--- config.mk ---
export PLATFORM = sky130hd
export DESIGN_NAME = ecc_operand_loader
export DESIGN_NICKNAME = d
export VERILOG_FILES = /design/src/rtl/ecc_pkg.sv /design/src/rtl/digit_serializer.sv /design/src/rtl/ecc_operand_loader.sv
export SDC_FILE = /design/constraint.sdc
export NUM_CORES = 1
export LEC_CHECK = 0
export BUFFER_PORTS_ARGS = -buffer_cell sky130_fd_sc_hd__buf_2
export CORE_UTILIZATION = 47
export DETAILED_ROUTE_END_ITERATION = 12
export GPL_ROUTABILITY_DRIVEN = 0
export HOLD_SLACK_MARGIN = 0.06
export PLACE_DENSITY = 0.81
export SLEW_MARGIN = 10
export SYNTH_ARGS = -nofsm -noshare
export SYNTH_HDL_FRONTEND = slang
export SYNTH_SLANG_ARGS = --single-unit
--- constraint.sdc ---
create_clock -name clk -period 6.3 [get_ports clk]
set_input_delay 0.63 -clock clk [delete_from_list [all_inputs] [get_ports clk]]
set_output_delay 0.63 -clock clk [all_outputs]
set_load 0.02 [all_outputs]
--- src/rtl/ecc_pkg.sv ---
`timescale 1ns/1ps
`default_nettype none
// ============================================================================
// Package  : ecc_pkg
// Purpose  : Shared constants and enumerations for the ECC operand I/O path.
// Revision : 1.0 - initial release
// ============================================================================
package ecc_pkg;

    localparam int c_digit_w = 4;
    localparam int c_word_w  = 32;
    localparam int c_n_ch    = 5;

    typedef enum logic [2:0] {
        CH_PRIME = 3'd0,
        CH_PX    = 3'd1,
        CH_PY    = 3'd2,
        CH_A     = 3'd3,
        CH_K     = 3'd4
    } ch_idx_t;

    typedef enum logic [1:0] {
        LD_IDLE = 2'd0,
        LD_LOAD = 2'd1,
        LD_HOLD = 2'd2
    } loader_state_t;

    typedef enum logic [0:0] {
        SER_IDLE = 1'b0,
        SER_RUN  = 1'b1
    } ser_state_t;

endpackage : ecc_pkg
`default_nettype wire

--- src/rtl/digit_serializer.sv ---
`timescale 1ns/1ps
`default_nettype none
// ============================================================================
// Module   : digit_serializer
// Purpose  : Emits a captured WORD_W-bit result as DIGIT_W-bit digits, MSD first.
// Revision : 1.0 - initial release
// ============================================================================
module digit_serializer
    import ecc_pkg::*;
#(
    parameter int DIGIT_W = c_digit_w,
    parameter int WORD_W  = c_word_w
) (
    input  logic               clk,
    input  logic               rst,
    input  logic               res_load,
    input  logic [WORD_W-1:0]  res_word,
    output logic               res_busy,
    output logic               res_valid,
    output logic [DIGIT_W-1:0] res_digit,
    output logic               res_last
);

    localparam int c_ndig  = WORD_W / DIGIT_W;
    localparam int c_idx_w = $clog2(c_ndig + 1);

    ser_state_t         r_state_q, w_state_d;
    logic [c_idx_w-1:0] r_idx_q,   w_idx_d;
    logic [WORD_W-1:0]  r_sreg_q,  w_sreg_d;
    logic               r_valid_q, w_valid_d;
    logic [DIGIT_W-1:0] r_digit_q, w_digit_d;
    logic               r_last_q,  w_last_d;

    // The first digit is issued straight from res_word so it appears the cycle
    // after capture; the shift register then holds the remaining digits.
    always_comb begin
        w_state_d = r_state_q;
        w_idx_d   = r_idx_q;
        w_sreg_d  = r_sreg_q;
        w_valid_d = 1'b0;
        w_digit_d = '0;
        w_last_d  = 1'b0;
        case (r_state_q)
            SER_IDLE: begin
                if (res_load) begin
                    w_state_d = SER_RUN;
                    w_idx_d   = c_idx_w'(1);
                    w_sreg_d  = res_word << DIGIT_W;
                    w_valid_d = 1'b1;
                    w_digit_d = res_word[WORD_W-1 -: DIGIT_W];
                    w_last_d  = (c_ndig == 1);
                end
            end
            SER_RUN: begin
                if (r_idx_q == c_idx_w'(c_ndig)) begin
                    w_state_d = SER_IDLE;
                    w_idx_d   = '0;
                end else begin
                    w_idx_d   = r_idx_q + 1'b1;
                    w_sreg_d  = r_sreg_q << DIGIT_W;
                    w_valid_d = 1'b1;
                    w_digit_d = r_sreg_q[WORD_W-1 -: DIGIT_W];
                    w_last_d  = (r_idx_q == c_idx_w'(c_ndig - 1));
                end
            end
            default: begin
                w_state_d = SER_IDLE;
                w_idx_d   = '0;
            end
        endcase
    end

    always_ff @(posedge clk or posedge rst) begin
        if (rst) begin
            r_state_q <= SER_IDLE;
            r_idx_q   <= '0;
            r_sreg_q  <= '0;
            r_valid_q <= 1'b0;
            r_digit_q <= '0;
            r_last_q  <= 1'b0;
        end else begin
            r_state_q <= w_state_d;
            r_idx_q   <= w_idx_d;
            r_sreg_q  <= w_sreg_d;
            r_valid_q <= w_valid_d;
            r_digit_q <= w_digit_d;
            r_last_q  <= w_last_d;
        end
    end

    assign res_busy  = (r_state_q == SER_RUN);
    assign res_valid = r_valid_q;
    assign res_digit = r_digit_q;
    assign res_last  = r_last_q;

endmodule : digit_serializer
`default_nettype wire

--- src/rtl/ecc_operand_loader.sv ---
`timescale 1ns/1ps
`default_nettype none
// ============================================================================
// Module   : ecc_operand_loader
// Purpose  : Assembles N_CH operand words from a digit bus with a valid/ready
//            handoff, and serialises the core result back onto a digit bus.
// Revision : 1.0 - initial release
// ============================================================================
module ecc_operand_loader
    import ecc_pkg::*;
#(
    parameter int DIGIT_W = c_digit_w,
    parameter int WORD_W  = c_word_w,
    parameter int N_CH    = c_n_ch
) (
    input  logic                      clk,
    input  logic                      rst,
    input  logic                      in_valid,
    input  logic [N_CH*DIGIT_W-1:0]   in_digit,
    output logic                      in_ready,
    output logic                      out_valid,
    input  logic                      out_ready,
    output logic [N_CH*WORD_W-1:0]    out_words,
    input  logic                      res_load,
    input  logic [WORD_W-1:0]         res_word,
    output logic                      res_busy,
    output logic                      res_valid,
    output logic [DIGIT_W-1:0]        res_digit,
    output logic                      res_last
);

    localparam int c_ndig  = WORD_W / DIGIT_W;
    localparam int c_cnt_w = $clog2(c_ndig + 1);

    loader_state_t              r_state_q,     w_state_d;
    logic [c_cnt_w-1:0]         r_cnt_q,       w_cnt_d;
    logic                       r_in_ready_q,  w_in_ready_d;
    logic                       r_out_valid_q, w_out_valid_d;
    logic [N_CH*WORD_W-1:0]     r_words_q,     w_words_d;
    logic                       w_beat;

    assign w_beat = in_valid && r_in_ready_q;

    // Words are never cleared between loads; NDIG beats overwrite every bit.
    always_comb begin
        w_words_d = r_words_q;
        if (w_beat) begin
            for (int c = 0; c < N_CH; c++) begin
                w_words_d[c*WORD_W +: WORD_W] = (r_words_q[c*WORD_W +: WORD_W] << DIGIT_W)
                                              | WORD_W'(in_digit[c*DIGIT_W +: DIGIT_W]);
            end
        end
    end

    always_comb begin
        w_state_d = r_state_q;
        w_cnt_d   = r_cnt_q;
        case (r_state_q)
            LD_IDLE: begin
                if (w_beat) begin
                    if (c_ndig == 1) begin
                        w_state_d = LD_HOLD;
                        w_cnt_d   = '0;
                    end else begin
                        w_state_d = LD_LOAD;
                        w_cnt_d   = c_cnt_w'(1);
                    end
                end
            end
            LD_LOAD: begin
                if (w_beat) begin
                    if (r_cnt_q == c_cnt_w'(c_ndig - 1)) begin
                        w_state_d = LD_HOLD;
                        w_cnt_d   = '0;
                    end else begin
                        w_cnt_d   = r_cnt_q + 1'b1;
                    end
                end
            end
            LD_HOLD: begin
                if (out_ready) begin
                    w_state_d = LD_IDLE;
                end
            end
            default: begin
                w_state_d = LD_IDLE;
                w_cnt_d   = '0;
            end
        endcase
        // Handshake flags are registered from the next state so they line up
        // with r_state_q without any combinational path to the outputs.
        w_in_ready_d  = (w_state_d != LD_HOLD);
        w_out_valid_d = (w_state_d == LD_HOLD);
    end

    always_ff @(posedge clk or posedge rst) begin
        if (rst) begin
            r_state_q     <= LD_IDLE;
            r_cnt_q       <= '0;
            r_in_ready_q  <= 1'b0;
            r_out_valid_q <= 1'b0;
            r_words_q     <= '0;
        end else begin
            r_state_q     <= w_state_d;
            r_cnt_q       <= w_cnt_d;
            r_in_ready_q  <= w_in_ready_d;
            r_out_valid_q <= w_out_valid_d;
            r_words_q     <= w_words_d;
        end
    end

    assign in_ready  = r_in_ready_q;
    assign out_valid = r_out_valid_q;
    assign out_words = r_words_q;

    digit_serializer #(
        .DIGIT_W (DIGIT_W),
        .WORD_W  (WORD_W)
    ) u_digit_serializer (
        .clk       (clk),
        .rst       (rst),
        .res_load  (res_load),
        .res_word  (res_word),
        .res_busy  (res_busy),
        .res_valid (res_valid),
        .res_digit (res_digit),
        .res_last  (res_last)
    );

endmodule : ecc_operand_loader
`default_nettype wire

==> results of run 1 <==
-- state kept, by name, indices dropped and copies added (netlist names) --
name,flops
out_words,160
u_digit_serializer.r_sreg_q,28
r_cnt_q,4
u_digit_serializer.r_idx_q,4
u_digit_serializer.res_digit,4
r_state_q,2
in_ready,1
out_valid,1
u_digit_serializer.res_busy,1
u_digit_serializer.res_last,1
-- area by class of cell --
type / instances / area [sq um]
clock inverters: 6 / 109
multi-input cells: 591 / 2810
well taps: 225 / 282
flip-flops and latches: 206 / 5150
clock buffers: 34 / 667
inverters: 6 / 30.0
repair buffers: 230 / 1160
fillers: 1480 / 6970
-- per-stage QoR --
step	instance area, sq um	util [%]	hold WS (ns)	power, mW	cells
5_1_grt	10200	59.4	0.317	4.83	1298
3_5_place_dp	9440	54.9	0.457	3.24	1258
3_3_place_gp	9440	54.9	0.453	3.19	1258
2_1_floorplan	8230	-	0.461	2.81	849
6_report	10200	59.4	0.283	4.59	1298
4_1_cts	10200	59.4	0.307	4.63	1298
-- metal layers --
metal  vias to the layer above  track usage (%)  share of wire (%)
li1                       3080                -                  -
met1                      3093             29.1                 44
met2                       178             32.9                 47
met3                        41             3.85                5.6
met4                         0             7.62                3.1
met5                         -                0                  0
-- power groups by stage --
stage               combinational (mW)  sequential (mW)  clock (mW)
global placement                  1.27             1.92           0
CTS                               1.32             1.92        1.39
floorplan                        0.606             2.20           0
global route                      1.42             1.97        1.44
detailed placement                1.31             1.94           0
finish                            1.30             1.92        1.36
-- worst max-delay path by stage --
stage / from / endpoint / slack (ns) / cells after the start
2_1_floorplan: rst / in_ready / 0.05 / 1
3_3_place_gp: in_valid / r_cnt_q[1] / 3.70 / 5
3_5_place_dp: in_valid / r_cnt_q[1] / 3.68 / 5
4_1_cts: in_ready / out_words[157] / 4.01 / 4
5_1_grt: in_ready / r_cnt_q[1] / 3.75 / 4
6_report: in_ready / r_cnt_q[2] / 3.98 / 4
-- layout by cell type, fill, tap and decap left out, drive strengths merged, types with 2 or more instances in the layout --
cell type    n
clkbuf      34
nand2b       4
dfrtp      206
a22o         9
buf        230
o22ai        4
o31ai        2
clkinv       2
mux2        49
a21oi        2
o21ai        5
nand3        3
nand2      488
nor2b        4
bufinv       3
ha           3
and3         3
nand3b       2
inv          7
nor2         2
-- logic make-up (layout without fill, tap and decap cells) --
| group | after synthesis | count (layout) |
|---|---|---|
| and+or+nand+nor | 510 | 510 |
| adders and majority gates | 3 | 3 |
| DFF | 206 | 206 |
| AOI/OAI and AO/OA | 29 | 29 |
| muxes | 49 | 49 |
| buffers and inverters | 52 | 276 |
==> results.md, run 1 <==
* Final Critical Period at 2.32 ns
* I/O pins at 226
* Top-area cell type share of the netlist area at 62.7%
* Maxcap violations at 0
* Clock tree buffer depth at 3
* Pin count of the biggest net entering global routing at 132
* Ys Warns at 0
* Clock Latency Late Sink at 0.49 ns
* Num rows at 48
* Synth Area in Compound Gates at 2.65%
* Initial antenna violation count at 0
* Setup_tns at 0 ns
* # DRC at 0
* Fraction of the yosys area taken by sequential cells at 62.7%
* DRT iter0 DRCs at 428
* CTS-repair resized insts at 0
* R2R setup slack at 3.98 ns
* Post-Synth Simple-Gate Area at 23.9%
* Setup Fix Bufs, Post-CTS at 0
* Root buffer selected by CTS: clkbuf_16
* # diodes at 0
* Share of cells above drive strength 1 at 29.5%
* Reg-to-reg endpoint: r_cnt_q[2]
* Die width at 134 microns
* Crit path launch type: register
* Hold Crit Class: in2async
* Worst path bufs/invs at 1
* Area growth syn-to-layout at 24.1%
* Avg Inst Size Synth at 9.69 sq um
* CTS tree: built
* Status: complete, no violations
* Top-count cell post-synth: nand2_1
* Worst Tran Pin Value at 1.05 ns
* Synth Instances at 849
* Achievable frequency at 432 MHz
* Number of synthesized flops with an enable pin at 0
* Grt total ovfl at 0
* Setup Skew at 0.00762 ns
* Die area at 18000 sq um
* XOR/XNOR Fraction of Synth Area at 0%
* Worst R2R Path Depth at 4
* Crit-path max cell delay at 0.84 ns
* Final setup vio count at 0
* Main combinational cell family by area after synthesis: simple AND/OR/NAND/NOR gates
* Slew HR at 30.2%
* Initial Util at 47.9%
* Req. time, crit path at 6.70 ns
* Sequential power share at 41.9%
* Main flop type after synthesis: dfrtp_1
* Die H at 134 microns
* Adder-cell share of the synthesized area at 0.456%
* Area contributors post-synth: dfrtp_1, nand2_1, mux2_2
* Global-route usage over all layers at 20.9%
* Total wire length at 18600 microns
* Syn nets at 909
* Top cells by count, synth: nand2_1, dfrtp_1, mux2_2
* Synth area leader: dfrtp_1
* Core box area at 17200 sq um
* Unique cell type count in the Yosys netlist at 34
* HPWL Detailed at 11900 microns
* Switching part of the total at 34.1%
* Wire length of the first global-routing pass at 30600 microns
* Worst path cell trace: nand2_4 -> buf_4 -> nand2_1 -> o221ai_1
* Fin. max-slew vios at 0
* Final Worst Setup Slack at 3.98 ns
* Synthesis-stage register bit count at 206
* Async set or reset register ratio after synthesis at 100%
* Final Hold Viols at 0
* CTS Hold Bufs at 0
* Arrival @ worst endpoint at 2.72 ns
* Critical path class: reg2reg
* RSZ-0062 raised after global routing: no
* Pwr/cell area at 449 nW/um^2
* Post-synthesis mux area share at 6.94%
* Number of buffers added on ports at 225
* Clock Power Share at 29.7%
* NetSw at 1.56 mW
* DR WL/cell at 14.3 microns
* Vias at 6392
* Critical path capture point type: register
* Leakage Power at 5.89 nW
* Clock sinks at 206
* CP max FO at 103
* Worst reg2reg startpoint: in_ready
* Vias/cell at 4.92
* Final net count at 1117
* Post-Synthesis Cell Area at 8230 sq um
* Num CTS Buffers at 22
* Logic pwr share at 28.4%
* Vias in the first global route at 6158
* Worst-path clk slew at 0.06 ns
* Detailed Routing Iterations Pass 1 at 5
* Critical path's top delay family: buffers and inverters
* VDD IR-drop max at 0.232 mV
* Tcrit/Tclk final at 36.8%
* Internal at 3.02 mW
* H-tree depth at 1
* Routed Antenna Nets at 0
* Dpl ws at 3.68 ns
* Crit-path slowest cell: buf_4
No activity file was read; power rests on OpenSTA's default activity.
==> inputs of run 2 (changes only) <==
--- a/config.mk
+++ b/config.mk
@@ -5,12 +5,13 @@
 export SDC_FILE = /design/constraint.sdc
 export NUM_CORES = 1
 export LEC_CHECK = 0
+export ABC_AREA = 1
 export BUFFER_PORTS_ARGS = -buffer_cell sky130_fd_sc_hd__buf_2
-export CORE_UTILIZATION = 47
+export CORE_UTILIZATION = 52
 export DETAILED_ROUTE_END_ITERATION = 12
 export GPL_ROUTABILITY_DRIVEN = 0
 export HOLD_SLACK_MARGIN = 0.06
-export PLACE_DENSITY = 0.81
+export PLACE_DENSITY = 0.84
 export SLEW_MARGIN = 10
 export SYNTH_ARGS = -nofsm -noshare
 export SYNTH_HDL_FRONTEND = slang
==> constraint.sdc (replaced) <==
create_clock -name clk -period 2.35 [get_ports clk]
set_input_delay 0.235 -clock clk [delete_from_list [all_inputs] [get_ports clk]]
set_output_delay 0.235 -clock clk [all_outputs]
set_load 0.02 [all_outputs]
==> results.md, run 2 <==
* Num rows at 45
* Critical path class: reg2reg
* Clock sinks at 206
* # DRC at 0
* Share of cells above drive strength 1 at 24.0%
* Main combinational cell family by area after synthesis: simple AND/OR/NAND/NOR gates
* Die area at 16300 sq um
* Grt total ovfl at 0
* Clock Latency Late Sink at 0.49 ns
* H-tree depth at 1
* NetSw at 4.57 mW
* DRT iter0 DRCs at 549
* Req. time, crit path at 2.71 ns
* VDD IR-drop max at 0.604 mV
* Ys Warns at 0
* Status: complete, no violations
* Worst-path clk slew at 0.06 ns
* Post-synthesis mux area share at 0%
* Synth area leader: dfrtp_1
* Syn nets at 949
* Final net count at 1208
* Core box area at 15300 sq um
* Top-count cell post-synth: nand2_1
* Vias at 6905
* Die H at 128 microns
* Placed Cells at 1284
* Final Hold Viols at 0
* Top-area cell type share of the netlist area at 62.9%
* Clock Power Share at 28.1%
* Most frequent cells in the layout: nand2_1, buf_2, dfrtp_1, o21ai_0, inv_1
* R2R setup slack at 0.59 ns
* Final setup vio count at 0
* Number of buffers added on ports at 225
* DR WL/cell at 14.5 microns
* Pin count of the biggest net entering global routing at 163
* Worst path bufs/invs at 1
* Util after Layout at 69.6%
* Global-route usage over all layers at 25.1%
* Synth Area in Compound Gates at 10.7%
* Critical path capture point type: register
* Fin. max-slew vios at 0
* Post-Synth Simple-Gate Area at 17.3%
* Logic pwr share at 30.7%
* CTS tree: built
* Setup_tns at 0 ns
* Most used cell, CP: nand2_1
* Max reg flops at 160
* Final Critical Period at 1.76 ns
* Wire length of the first global-routing pass at 33000 microns
* Post-Synthesis Cell Area at 8200 sq um
* Number of synthesized flops with an enable pin at 0
* Area contributors post-synth: dfrtp_1, nand2_1, o21ai_0
* Routed Antenna Nets at 0
* Initial antenna violation count at 0
* Worst path cell trace: inv_4 -> nand2_4 -> nand2_2 -> nand2_1 -> nand2_1
* Vias in the first global route at 6751
* Tcrit/Tclk final at 74.8%
* Detailed Routing Iterations Pass 1 at 5
* XOR/XNOR Fraction of Synth Area at 0.214%
* Main flop type after synthesis: dfrtp_1
* Area growth syn-to-layout at 30.0%
* Setup Skew at 0.0116 ns
* Leakage Power at 5.68 nW
* HPWL Detailed at 12000 microns
* Arrival @ worst endpoint at 2.12 ns
* Crit-path max cell delay at 0.68 ns
* Hold Crit Class: in2reg
* Internal at 7.97 mW
* Switching part of the total at 36.4%
* Clock tree buffer depth at 3
* Initial Util at 53.5%
* Avg Inst Size Synth at 9.22 sq um
* Async set or reset register ratio after synthesis at 100%
* Die width at 128 microns
* Total wire length at 19900 microns
* Pwr/cell area at 1180 nW/um^2
* Final Non-Filler Cells at 1373
* CP max FO at 30
* Crit-path slowest cell: dfrtp_1
* I/O pins at 226
* Unique cell type count in the Yosys netlist at 23
* Setup Fix Bufs, Post-CTS at 0
* Vias/cell at 5.03
* Synthesis-stage register bit count at 206
* Worst Tran Pin Value at 0.591 ns
* Worst hold slack at 0.0916 ns
* Leading cell type in the layout, fill and taps excluded: nand2_1
* Top cells by count, synth: nand2_1, dfrtp_1, o21ai_0
* Num CTS Buffers at 22
* Maxcap violations at 0
* Root buffer selected by CTS: clkbuf_16
* Critical path's top delay family: simple AND/OR/NAND/NOR gates
* Adder-cell share of the synthesized area at 0.458%
* Achievable frequency at 569 MHz
* Final Worst Setup Slack at 0.592 ns
* Sequential power share at 41.1%
* Dpl ws at 0.650 ns
* RSZ-0062 raised after global routing: no
* Fraction of the yosys area taken by sequential cells at 62.9%
* Slew HR at 60.6%
* Synth Instances at 889
* # diodes at 0
* Crit path launch type: register
-- run 2: cell types whose count changed in the layout (fill, tap and decap cells not counted), moves of 5 or more --
cell and delta:
o21ai_1 +14, mux2_4 -5, mux2_2 -42, inv_1 +88, nand3_1 +33, nand2_1 -178, o21ai_0 +146, a22o_1 -9
dlygate4sd3_1 +51
-- run 2: cell type report --
cell class | instances | area [sq um]
Timing Repair Buffer | 285 | 1750
Clock inverter | 4 | 70.1
Inverter | 97 | 373
Sequential cell | 206 | 5150
Clock buffer | 34 | 687
Fill cell | 1166 | 4660
Tap cell | 211 | 264
Multi-Input combinational cell | 536 | 2350
-- run 2: path summary, 6_finish.rpt --
kind	startpoint	endpoint	cells after the start
max	u_digit_serializer.res_busy	u_digit_serializer.r_sreg_q[25]	5
min	res_word[7]	u_digit_serializer.r_sreg_q[11]	5
max reg2reg	u_digit_serializer.res_busy	u_digit_serializer.r_sreg_q[25]	5
min reg2reg	out_words[158]	out_words[158]	2
max in group asynchronous	rst	out_words[152]	4
min in group asynchronous	rst	out_words[29]	3
-- run 2: cells by family (layout without fill, tap and decap cells) --
family / Yosys count / in the layout
flops: 206 / 206
fa+ha+maj: 3 / 3
compound gates: 173 / 173
xor+xnor: 2 / 2
simple gates: 358 / 358
buf+inv: 147 / 420
-- run 2: tightest hold or removal path, stage by stage --
cell	delay [ns]
buf_2	0.10
nand2_1	0.05
nand2_1	0.05
nand2_1	0.06
nand2_1	0.05
-- run 2: metal layers --
metal  GRT usage, %  vias to the layer above  part of all wire, %
li1               -                     3294                    -
met1           32.3                     3297                   41
met2           43.6                      271                   50
met3           4.82                       43                  6.6
met4           7.06                        0                  2.3
met5              0                        -                    0
-- run 2: metrics by stage --
stage	instance area (sq um)	total power, mW
final	10700	12.5
after floorplan	8200	7.74
after CTS	10700	12.6
after global routing	10700	13.3
after detailed placement	9390	8.93
after global placement	9390	8.77
-- run 2: power by group through the flow --
stage	logic (mW)	clock network [mW]	registers, mW
4_1_cts	3.84	3.61	5.15
2_1_floorplan	1.80	0	5.94
3_3_place_gp	3.63	0	5.14
3_5_place_dp	3.75	0	5.18
5_1_grt	4.28	3.76	5.27
6_report	3.85	3.53	5.16
-- run 2: what timing repair did --
action / 4_1_cts / 5_1_grt
gates resized for setup: 0 / 0
hold buffers: 51 / 0
hold endpoints to repair: 71 / 0
==> inputs of run 3 (changes only) <==
--- a/config.mk
+++ b/config.mk
@@ -7,11 +7,11 @@
 export LEC_CHECK = 0
 export ABC_AREA = 1
 export BUFFER_PORTS_ARGS = -buffer_cell sky130_fd_sc_hd__buf_2
-export CORE_UTILIZATION = 52
+export CORE_UTILIZATION = 47
 export DETAILED_ROUTE_END_ITERATION = 12
 export GPL_ROUTABILITY_DRIVEN = 0
 export HOLD_SLACK_MARGIN = 0.06
-export PLACE_DENSITY = 0.84
+export PLACE_DENSITY = 0.81
 export SLEW_MARGIN = 10
 export SYNTH_ARGS = -nofsm -noshare
 export SYNTH_HDL_FRONTEND = slang
==> constraint.sdc (replaced) <==
create_clock -name clk -period 1.5 [get_ports clk]
set_input_delay 0.15 -clock clk [delete_from_list [all_inputs] [get_ports clk]]
set_output_delay 0.15 -clock clk [all_outputs]
set_load 0.02 [all_outputs]
==> results.md, run 3 (same netlist as run 2, synthesis figures left out) <==
* Status: complete, no violations
* Worst reg2reg startpoint: u_digit_serializer.res_busy
* Clock tree buffer depth at 3
* Achievable frequency at 673 MHz
* Core box area at 16800 sq um
* RSZ-0062 raised after global routing: yes
* FF+latch area at 5160 sq um
* Crit path from: u_digit_serializer.res_busy
* Hold Crit Class: in2reg
* Fillers at 1325
* Final net count at 1223
* Slew HR at 68.2%
* Global-route usage over all layers at 22.4%
* Crit path launch type: register
* # diodes at 0
* Maxcap violations at 0
* Dpl ws at 0.0842 ns
* Num CTS Buffers at 22
* Setup Fix Bufs, Post-CTS at 0
* Setup_tns at 0 ns
* Routed Antenna Nets at 0
* Vias at 6913
* Multi-input logic area at 2360 sq um
* Number of buffers added on ports at 225
* Leakage Power at 5.79 nW
* Most frequent cells in the layout: nand2_1, buf_2, dfrtp_1, o21ai_0, inv_1
* Critical path class: reg2out
* Overall power at 20.3 mW
* DRT iter0 DRCs at 401
* Clock Latency Late Sink at 0.49 ns
* Final Non-Filler Cells at 1398
* Fin. max-slew vios at 0
* CP max FO at 23
* Share of cells above drive strength 1 at 24.8%
* DR WL/cell at 14.3 microns
* Max reg flops at 160
* HPWL Detailed at 12400 microns
* Crit path to: res_busy
* Req. time, crit path at 1.35 ns
* Leading cell type in the layout, fill and taps excluded: nand2_1
* Detailed Routing Iterations Pass 1 at 5
* Initial antenna violation count at 0
* VDD IR-drop max at 1.00 mV
* Wire length of the first global-routing pass at 32700 microns
* Reg-to-reg endpoint: u_digit_serializer.r_sreg_q[6]
* Arrival @ worst endpoint at 1.34 ns
* Final Critical Period at 1.49 ns
* Vias in the first global route at 6766
* Die width at 134 microns
* R2R setup slack at 0.03 ns
* Placed Cells at 1303
* Pwr/cell area at 1850 nW/um^2
* Num rows at 47
* Critical path capture point type: output port
* Util after Layout at 65.1%
* Worst R2R Path Depth at 4
* Worst Tran Pin Value at 0.477 ns
* H-tree depth at 1
* Setup Skew at 0.00904 ns
* Die area at 18000 sq um
* Total wire length at 20000 microns
* Area growth syn-to-layout at 33.4%
* Final Hold Viols at 0
* CTS tree: built
* Final setup vio count at 0
* Pin count of the biggest net entering global routing at 133
* Tcrit/Tclk final at 99.1%
* Worst-path clk slew at 0.06 ns
* Clock sinks at 206
* Initial Util at 48.8%
* Grt total ovfl at 0
* # DRC at 0
* Root buffer selected by CTS: clkbuf_16
* I/O pins at 226
* Final Worst Setup Slack at 0.0138 ns
* Die H at 134 microns
* Vias/cell at 4.94
## run 3: timing repair
action,4_1_cts,5_1_grt
hold buffers,55,1
setup endpoints to repair,2,17
hold endpoints to repair,260,1
gates resized for setup,3,3
## run 3: worst max-delay path, stage by stage (launching register included)
cell and delay [ns]:
dfrtp_2 0.44, buf_8 0.20, buf_2 0.19
## run 3: worst min-delay path by stage
stage / from / to / slack (ns) / cells after the start
CTS: res_word[27] / u_digit_serializer.r_sreg_q[31] / 0.06 / 5
global route: rst / out_words[67] / 0.14 / 3
global placement: rst / out_words[67] / 0.05 / 2
finish: in_valid / r_cnt_q[1] / 0.11 / 5
floorplan: out_ready / out_valid / 0.26 / 1
detailed placement: rst / out_words[67] / 0.05 / 2
## run 3: layer usage
layer | GRT usage, % | share of wire [%] | wire (microns)
met3 | 3.70 | 5.9 | 1190
met1 | 29.1 | 42 | 8480
met5 | 0 | 0 | 0
met2 | 38.5 | 49 | 9820
met4 | 6.87 | 2.5 | 495
## run 3: stage by stage
stage	hold slack [ns]	area (sq um)
floorplan	0.259	8200
global placement	0.0532	9550
detailed placement	0.0538	9550
CTS	0.0603	10900
global route	0.139	10900
finish	0.113	10900
## run 3: final cells by class
class	count	share of cell area [%]
sequential	206	47.1
multi-input combinational	536	21.6
timing repair buffer	300	18.0
clock buffer	29	5.74
inverter	97	3.43
tap	220	2.52
clock inverter	10	1.68
## run 3: power breakdown
group | switching [mW] | total [mW] | leakage, nW | internal, mW
sequential | 0.971 | 8.03 | 2.65 | 7.06
clock | 2.15 | 5.96 | 0.391 | 3.81
combinational | 4.15 | 6.29 | 2.76 | 2.14
